$ cat src/rtl/pic_pkg.sv
// Shared encodings, FSM states and command-word bit positions for the PIC command sequencer.
// Pure declarations: no logic, no latency, no flow control.
package pic_pkg;

  typedef enum logic [2:0] {
    WC_ICW1 = 3'd0,
    WC_ICW2 = 3'd1,
    WC_ICW3 = 3'd2,
    WC_ICW4 = 3'd3,
    WC_OCW1 = 3'd4,
    WC_OCW2 = 3'd5,
    WC_OCW3 = 3'd6
  } wr_word_e;

  typedef enum logic [2:0] {
    ST_UNINIT,
    ST_W_ICW2,
    ST_W_ICW3,
    ST_W_ICW4,
    ST_READY
  } state_e;

  localparam int ICW1_LTIM = 3;
  localparam int ICW1_SNGL = 1;
  localparam int ICW1_IC4  = 0;
  localparam int CMD_D4    = 4;
  localparam int CMD_D3    = 3;
  localparam int ICW4_SFNM = 4;
  localparam int ICW4_BUF  = 3;
  localparam int ICW4_MS   = 2;
  localparam int ICW4_AEOI = 1;
  localparam int OCW3_EXT  = 7;
  localparam int OCW3_ESMM = 6;
  localparam int OCW3_SMM  = 5;
  localparam int OCW3_P    = 2;
  localparam int OCW3_RR   = 1;

  function automatic int clog2(input int v);
    int r;
    r = 0;
    while ((1 << r) < v) r++;
    return r;
  endfunction

endpackage

$ cat src/rtl/pic_bus_sync.sv
// Synchronises the CPU bus pins and detects write-commit / read strobe edges.
// Edges appear SYNC_STAGES cycles after the pin edge; no backpressure, the CPU paces itself.
module pic_bus_sync #(
  parameter int SYNC_STAGES = 2
) (
  input  logic       clk,
  input  logic       rst,
  input  logic       cs_n,
  input  logic       rd_n,
  input  logic       wr_n,
  input  logic       a0,
  input  logic [7:0] din,
  output logic       wr_commit,
  output logic       rd_edge,
  output logic       a0_cap,
  output logic [7:0] din_cap
);

  // Bit layout {cs_n, rd_n, wr_n, a0, din}; idle has the strobes high.
  localparam logic [11:0] IDLE = 12'hE00;

  logic [11:0] sync_q [SYNC_STAGES];
  logic [11:0] s;
  logic        wr_q, rd_q, cap_cs;

  assign s = sync_q[SYNC_STAGES-1];

  always_ff @(posedge clk or posedge rst) begin
    if (rst) begin
      for (int i = 0; i < SYNC_STAGES; i++) sync_q[i] <= IDLE;
      wr_q    <= 1'b1;
      rd_q    <= 1'b1;
      cap_cs  <= 1'b0;
      a0_cap  <= 1'b0;
      din_cap <= 8'h00;
    end else begin
      sync_q[0] <= {cs_n, rd_n, wr_n, a0, din};
      for (int i = 1; i < SYNC_STAGES; i++) sync_q[i] <= sync_q[i-1];
      wr_q <= s[9];
      rd_q <= s[10];
      // The write is tracked for its whole low phase; data only loads while selected.
      if (!s[9]) begin
        cap_cs <= !s[11];
        if (!s[11]) {a0_cap, din_cap} <= s[8:0];
      end
    end
  end

  assign wr_commit = s[9] && !wr_q && cap_cs;
  assign rd_edge   = !s[10] && rd_q && !s[11];

endmodule

$ cat src/rtl/pic_cmd_sequencer.sv
// PIC command-word front end: ICW1..4 sequencing, OCW1..3 decode, config/mask registers.
// Outputs update SYNC_STAGES+1 cycles after the wr_n/rd_n pin edge; no backpressure.
module pic_cmd_sequencer
  import pic_pkg::*;
#(
  parameter int IRQ_W       = 8,
  parameter int SYNC_STAGES = 2,
  parameter int MASK_BYTES  = IRQ_W / 8,
  parameter int LVL_W       = clog2(IRQ_W)
) (
  input  logic             clk,
  input  logic             rst,
  input  logic             cs_n,
  input  logic             rd_n,
  input  logic             wr_n,
  input  logic             a0,
  input  logic [7:0]       din,
  output logic [2:0]       wr_cur,
  output logic             wr_stb,
  output logic             rd_stb,
  output logic             init_done,
  output logic             ltim,
  output logic             sngl,
  output logic             ic4,
  output logic [4:0]       vec_base,
  output logic [7:0]       icw3,
  output logic             aeoi,
  output logic             sfnm,
  output logic             buf_en,
  output logic             ms,
  output logic [IRQ_W-1:0] imr,
  output logic             ocw2_stb,
  output logic [2:0]       ocw2_cmd,
  output logic [LVL_W-1:0] ocw2_lvl,
  output logic [1:0]       rd_sel,
  output logic             poll_stb,
  output logic             smm,
  output logic             seq_err
);

  localparam int BP_W     = (MASK_BYTES > 1) ? clog2(MASK_BYTES) : 1;
  localparam bit HAS_PAGE = (IRQ_W > 8);

  logic             wr_commit, rd_edge, a0_cap;
  logic [7:0]       d;
  state_e           state, state_nxt;
  wr_word_e         word;
  logic             commit, err, last_byte;
  logic [BP_W-1:0]  bp;
  logic [7:0]       staging [MASK_BYTES];
  logic [IRQ_W-1:0] imr_new;
  // Page pre-shifted into the upper level bits, so the low three bits stay zero.
  logic [LVL_W-1:0] page_lvl;

  pic_bus_sync #(.SYNC_STAGES(SYNC_STAGES)) u_sync (
    .clk(clk), .rst(rst), .cs_n(cs_n), .rd_n(rd_n), .wr_n(wr_n), .a0(a0), .din(din),
    .wr_commit(wr_commit), .rd_edge(rd_edge), .a0_cap(a0_cap), .din_cap(d)
  );

  always_ff @(posedge clk or posedge rst) begin
    if (rst) state <= ST_UNINIT;
    else     state <= state_nxt;
  end

  always_comb begin
    state_nxt = state;
    word      = WC_ICW1;
    commit    = 1'b0;
    err       = 1'b0;
    if (wr_commit) begin
      if (!a0_cap && d[CMD_D4]) begin
        commit    = 1'b1;
        state_nxt = ST_W_ICW2;
      end else begin
        case (state)
          ST_W_ICW2: if (a0_cap) begin
            commit    = 1'b1;
            word      = WC_ICW2;
            state_nxt = !sngl ? ST_W_ICW3 : (ic4 ? ST_W_ICW4 : ST_READY);
          end else err = 1'b1;
          ST_W_ICW3: if (a0_cap) begin
            commit    = 1'b1;
            word      = WC_ICW3;
            state_nxt = ic4 ? ST_W_ICW4 : ST_READY;
          end else err = 1'b1;
          ST_W_ICW4: if (a0_cap) begin
            commit    = 1'b1;
            word      = WC_ICW4;
            state_nxt = ST_READY;
          end else err = 1'b1;
          ST_READY: begin
            if (a0_cap) begin
              commit = 1'b1;
              word   = WC_OCW1;
            end else if (!d[CMD_D3]) begin
              commit = 1'b1;
              word   = WC_OCW2;
            end else if (d[OCW3_EXT] && !HAS_PAGE) begin
              err = 1'b1;
            end else begin
              commit = 1'b1;
              word   = WC_OCW3;
            end
          end
          default: err = 1'b1;
        endcase
      end
    end
  end

  assign last_byte = (bp == BP_W'(MASK_BYTES - 1));

  always_comb begin
    imr_new = imr;
    for (int i = 0; i < MASK_BYTES; i++)
      imr_new[i*8 +: 8] = (BP_W'(i) == bp) ? d : staging[i];
  end

  always_ff @(posedge clk or posedge rst) begin
    if (rst) begin
      wr_cur <= 3'd0; wr_stb <= 1'b0; rd_stb <= 1'b0; init_done <= 1'b0;
      ltim <= 1'b0; sngl <= 1'b0; ic4 <= 1'b0; vec_base <= 5'd0; icw3 <= 8'd0;
      aeoi <= 1'b0; sfnm <= 1'b0; buf_en <= 1'b0; ms <= 1'b0;
      imr <= '1; ocw2_stb <= 1'b0; ocw2_cmd <= 3'd0; ocw2_lvl <= '0;
      rd_sel <= 2'b00; poll_stb <= 1'b0; smm <= 1'b0; seq_err <= 1'b0;
      bp <= '0; page_lvl <= '0;
      for (int i = 0; i < MASK_BYTES; i++) staging[i] <= 8'h00;
    end else begin
      wr_stb   <= commit;
      rd_stb   <= rd_edge;
      seq_err  <= err;
      ocw2_stb <= 1'b0;
      poll_stb <= 1'b0;
      if (commit) begin
        wr_cur <= word;
        if (!a0_cap) bp <= '0;
        if (state_nxt == ST_READY && state != ST_READY) init_done <= 1'b1;
        case (word)
          WC_ICW1: begin
            ltim <= d[ICW1_LTIM]; sngl <= d[ICW1_SNGL]; ic4 <= d[ICW1_IC4];
            imr <= '0; smm <= 1'b0; rd_sel <= 2'b10; page_lvl <= '0; init_done <= 1'b0;
          end
          WC_ICW2: begin
            vec_base <= d[7:3];
            if (state_nxt == ST_READY) begin
              aeoi <= 1'b0; sfnm <= 1'b0; buf_en <= 1'b0; ms <= 1'b0;
            end
          end
          WC_ICW3: begin
            icw3 <= d;
            if (state_nxt == ST_READY) begin
              aeoi <= 1'b0; sfnm <= 1'b0; buf_en <= 1'b0; ms <= 1'b0;
            end
          end
          WC_ICW4: begin
            aeoi <= d[ICW4_AEOI]; sfnm <= d[ICW4_SFNM]; buf_en <= d[ICW4_BUF]; ms <= d[ICW4_MS];
          end
          WC_OCW1: begin
            if (last_byte) begin
              imr <= imr_new;
              bp  <= '0;
            end else begin
              staging[bp] <= d;
              bp          <= bp + 1'b1;
            end
          end
          WC_OCW2: begin
            ocw2_cmd <= d[7:5];
            ocw2_lvl <= page_lvl | LVL_W'(d[2:0]);
            ocw2_stb <= 1'b1;
          end
          WC_OCW3: begin
            if (d[OCW3_EXT]) begin
              page_lvl <= d[LVL_W-1:0] << 3;
            end else begin
              if (d[OCW3_RR])   rd_sel <= d[1:0];
              if (d[OCW3_P])    poll_stb <= 1'b1;
              if (d[OCW3_ESMM]) smm <= d[OCW3_SMM];
            end
          end
          default: ;
        endcase
      end
    end
  end

endmodule

$ cat config.mk
export PLATFORM = sky130hd
export DESIGN_NAME = pic_cmd_sequencer
export DESIGN_NICKNAME = d
export VERILOG_FILES = /design/src/rtl/pic_pkg.sv /design/src/rtl/pic_bus_sync.sv /design/src/rtl/pic_cmd_sequencer.sv
export SDC_FILE = /design/constraint.sdc
export NUM_CORES = 1
export LEC_CHECK = 0
export CAP_MARGIN = 5
export CORE_MARGIN = 4
export CORE_UTILIZATION = 40
export CTS_CLUSTER_DIAMETER = 40
export DETAILED_ROUTE_END_ITERATION = 6
export GPL_ROUTABILITY_DRIVEN = 1
export SLEW_MARGIN = 20
export SYNTH_ARGS = -nofsm -noshare
export SYNTH_HDL_FRONTEND = slang
export SYNTH_SLANG_ARGS = --single-unit
$ cat constraint.sdc
create_clock -name clk -period 3.3 [get_ports clk]
set_input_delay 0.66 -clock clk [delete_from_list [all_inputs] [get_ports clk]]
set_output_delay 0.66 -clock clk [all_outputs]
set_load 0.02 [all_outputs]
==> flow_summary_export.csv <==
group,metric,value,unit
outcome,outcome,"complete, no violations",
floorplan,die_w,96.5,um
worst_setup_path,cp-end-kind,"flip-flop",
synthesis,yosysSeqAreaShare,68.6,%
place,dp_hpwl,4.12,mm
clock_network,clkSinkCount,85,
synthesis,syn_nets,228,
worst_setup_path,start_kind,"flip-flop",
floorplan,fp.dieH,96.5,um
power,powerDensity,640,mW/mm^2
worst_setup_path,timing.critical_path.buf_inv,0,
synthesis,netlist_top_cells_area,"dfrtp_1, dfstp_2, mux2_2, mux2_1, a22o_1",
timing,clock_skew,0.00742,ns
run,maxCapViolations,0,
routing,drcViolationCount,0,
floorplan,coreArea,0.00745,mm^2
routing,route.antenna.remaining_nets,0,
clock_network,ctsHoldBuffers,0,
global_routing,grt_pass1_vias,1917,
worst_setup_path,crit_start,"u_sync.s[9]",
place,numPortBuffers,59,
final_layout,drive_gt1_share,21.3,%
routing,drt-initial-drc-count,50,
clock_network,cts_resized,0,
clock_network,cts-root-buf,"clkbuf_8",
power,p_leak,1.76,nW
timing,fin_setup_tns,0,ns
timing,period_share,70.5,%
hold_path,min_from,"u_sync.sync_q[19]",
synthesis,yosysTopAreaCellShare,55.2,%
timing,max_freq,430,MHz
worst_setup_path,worstSetupPathType,"flip-flop to flip-flop",
final_layout,syn2layout_area_growth,28.7,%
place,pre_cts_slack,0.970,ns
floorplan,start_util,42.0,%
synthesis,yosys.area.top_type,"dfrtp_1",
synthesis,synthFlopType,"dfrtp_1",
worst_setup_path,r2r-start,"u_sync.s[9]",
clock_network,clockBufferDepth,2,
timing,fin_crit,2.33,ns
timing,drv_slew,0,
clock_network,htree_levels,3,
power,p_total,0.00258,W
clock_network,cts_buffers,9,
global_routing,grt_start_max_net_pins,52,
timing,holdWs,0.353,ns
worst_setup_path,crit_chain,"and3b_1 -> nand2_2 -> or3_1 -> mux2_1",
clock_network,cts_setup_buffers,0,
worst_setup_path,critPathSlowestCell,"or3_1",
floorplan,num_rows,31,
final_layout,n_fill_cell,664,
routing,avgRoutedWirePerCell,15.9,um
hold_path,min_path_type,"flip-flop to flip-flop",
timing,setup_slack,0.974,ns
routing,dr.pass1.iters,4,
timing,hold_viol,0,
global_routing,antenna_found_initial,0,
routing,routed_wl,6.07,mm
synthesis,async_flop_share,100,%
synthesis,synth_cells,214,
final_layout,insertedDiodeCount,0,
timing,rsz0062_at_grt,"no",
worst_setup_path,worstPathRequired,3.54,ns
final_layout,nets,291,
floorplan,die-area,0.00931,mm^2
timing,maxSlewHeadroom,41.9,%
global_routing,grt_overflow,0,
worst_setup_path,cp_max_fo,13,
synthesis,ys_ff_latch,85,
synthesis,ys_warn_count,0,
floorplan,io_pins,60,
clock_network,path_clk_slew,0.09,ns
worst_setup_path,crit_family,"simple AND/OR/NAND/NOR gates",
timing,worst_pin_slew,0.868,ns
worst_setup_path,crit_path_max_incr_delay,0.59,ns
synthesis,syn-mean-instance-area,14.6,um^2
global_routing,gr-usage-all-layers,14.5,%
place,gp_congestion,0.828,
synthesis,synth_cell_types,41,
global_routing,grt_pass1_wl,9.78,mm
power,peakVddDrop,0.000344,V
clock_network,clk_latency,0.35,ns
routing,routed_via_density,4.96,
worst_setup_path,arrival,2.57,ns
routing,num_vias,1890,
synthesis,synth-edff-count,0,
clock_network,cts_tree,"built",
timing,setup_viol,0,
synthesis,syn_area,0.00313,mm^2
-- kinds of logic after synthesis --
family / Yosys count / synth area share (%)
flip-flops: 85 / 68.6
AND/OR/NAND/NOR: 43 / 9.51
AO/OA/AOI/OAI: 39 / 8.63
multiplexers: 31 / 11.1
buffers and inverters: 15 / 1.88
XOR/XNOR: 1 / 0.280
-- Yosys cell counts, drive strengths merged, types with 2 or more instances --
| master | number |
|---|---|
| o21ai | 13 |
| nor3b | 3 |
| dfstp | 16 |
| inv | 7 |
| nand2b | 3 |
| nor2 | 7 |
| and4bb | 2 |
| a21oi | 5 |
| nand3b | 2 |
| a22o | 13 |
| a31oi | 2 |
| mux2 | 30 |
| dfrtp | 69 |
| and3 | 3 |
| clkbuf | 6 |
| nand2 | 8 |
| nor3 | 3 |
| nor2b | 3 |
| buf | 2 |
| and3b | 2 |
| a32o | 2 |
-- per-layer routing --
metal	global-route usage [%]	up-vias	part of all wire, %
met5	0	-	0
met4	8.06	0	1.9
met3	3.80	11	5.9
met2	20.8	53	44
met1	20.0	930	48
li1	-	896	-
-- cell usage in the layout, fill, tap and decap left out, types with 5 or more instances in the layout --
cell type,instances
a22o_1,13
nand2_1,7
clkdlybuf4s50_1,59
inv_1,6
dfstp_2,16
o21ai_0,11
clkbuf_8,9
mux2_1,12
a21oi_1,5
dfrtp_1,69
nor2_1,5
mux2_2,18
-- worst register-to-register path: cells and delay by family (launching register included) --
kind          cells  cell delay, ns
flops             1            0.58
mux               1            0.38
simple gates      3            1.26
-- metrics by stage --
stage	util (%)	instances	instance area, um^2
after CTS	54.1	381	4030
after global placement	51.5	365	3830
after detailed placement	51.5	365	3830
final	54.1	381	4030
after global routing	54.1	381	4030
after floorplan	-	214	3130
-- area by class of cell --
class | instances | area, um^2 | area share [%]
timing repair buffer | 60 | 611 | 15.2
clock inverter | 6 | 68.8 | 1.71
inverter | 7 | 27.5 | 0.683
tap | 99 | 124 | 3.07
sequential | 85 | 2150 | 53.3
clock buffer | 10 | 128 | 3.17
multi-input combinational | 114 | 925 | 22.9
-- path summary, 6_finish.rpt --
check                           depth (start not counted)  slack (ns)          end
worst max-delay path                                    4        0.97      icw3[7]
worst min-delay path                                    0        0.35  u_sync.s[7]
worst max register to register                          4        0.97      icw3[7]
worst min register to register                          0        0.35  u_sync.s[7]
max in group asynchronous                               3        1.91       imr[3]
min in group asynchronous                               2        0.68  vec_base[2]
-- flip-flops by register name (all words and copies together) (netlist names), 3 cells and up --
| name | flops |
|---|---|
| u_sync.sync_q | 12 |
| icw3 | 8 |
| ocw2_lvl | 3 |
| vec_base | 5 |
| state | 3 |
| u_sync.din_cap | 8 |
| ocw2_cmd | 3 |
| wr_cur | 3 |
| imr | 8 |
| u_sync.s | 12 |
-- where the power goes --
part           switching, W  internal (W)  total, W
registers          0.000128       0.00118   0.00131
clock network      0.000376      0.000355  0.000731
logic              0.000259      0.000277  0.000537
total              0.000763       0.00182   0.00258
No activity file was read; power rests on OpenSTA's default activity.
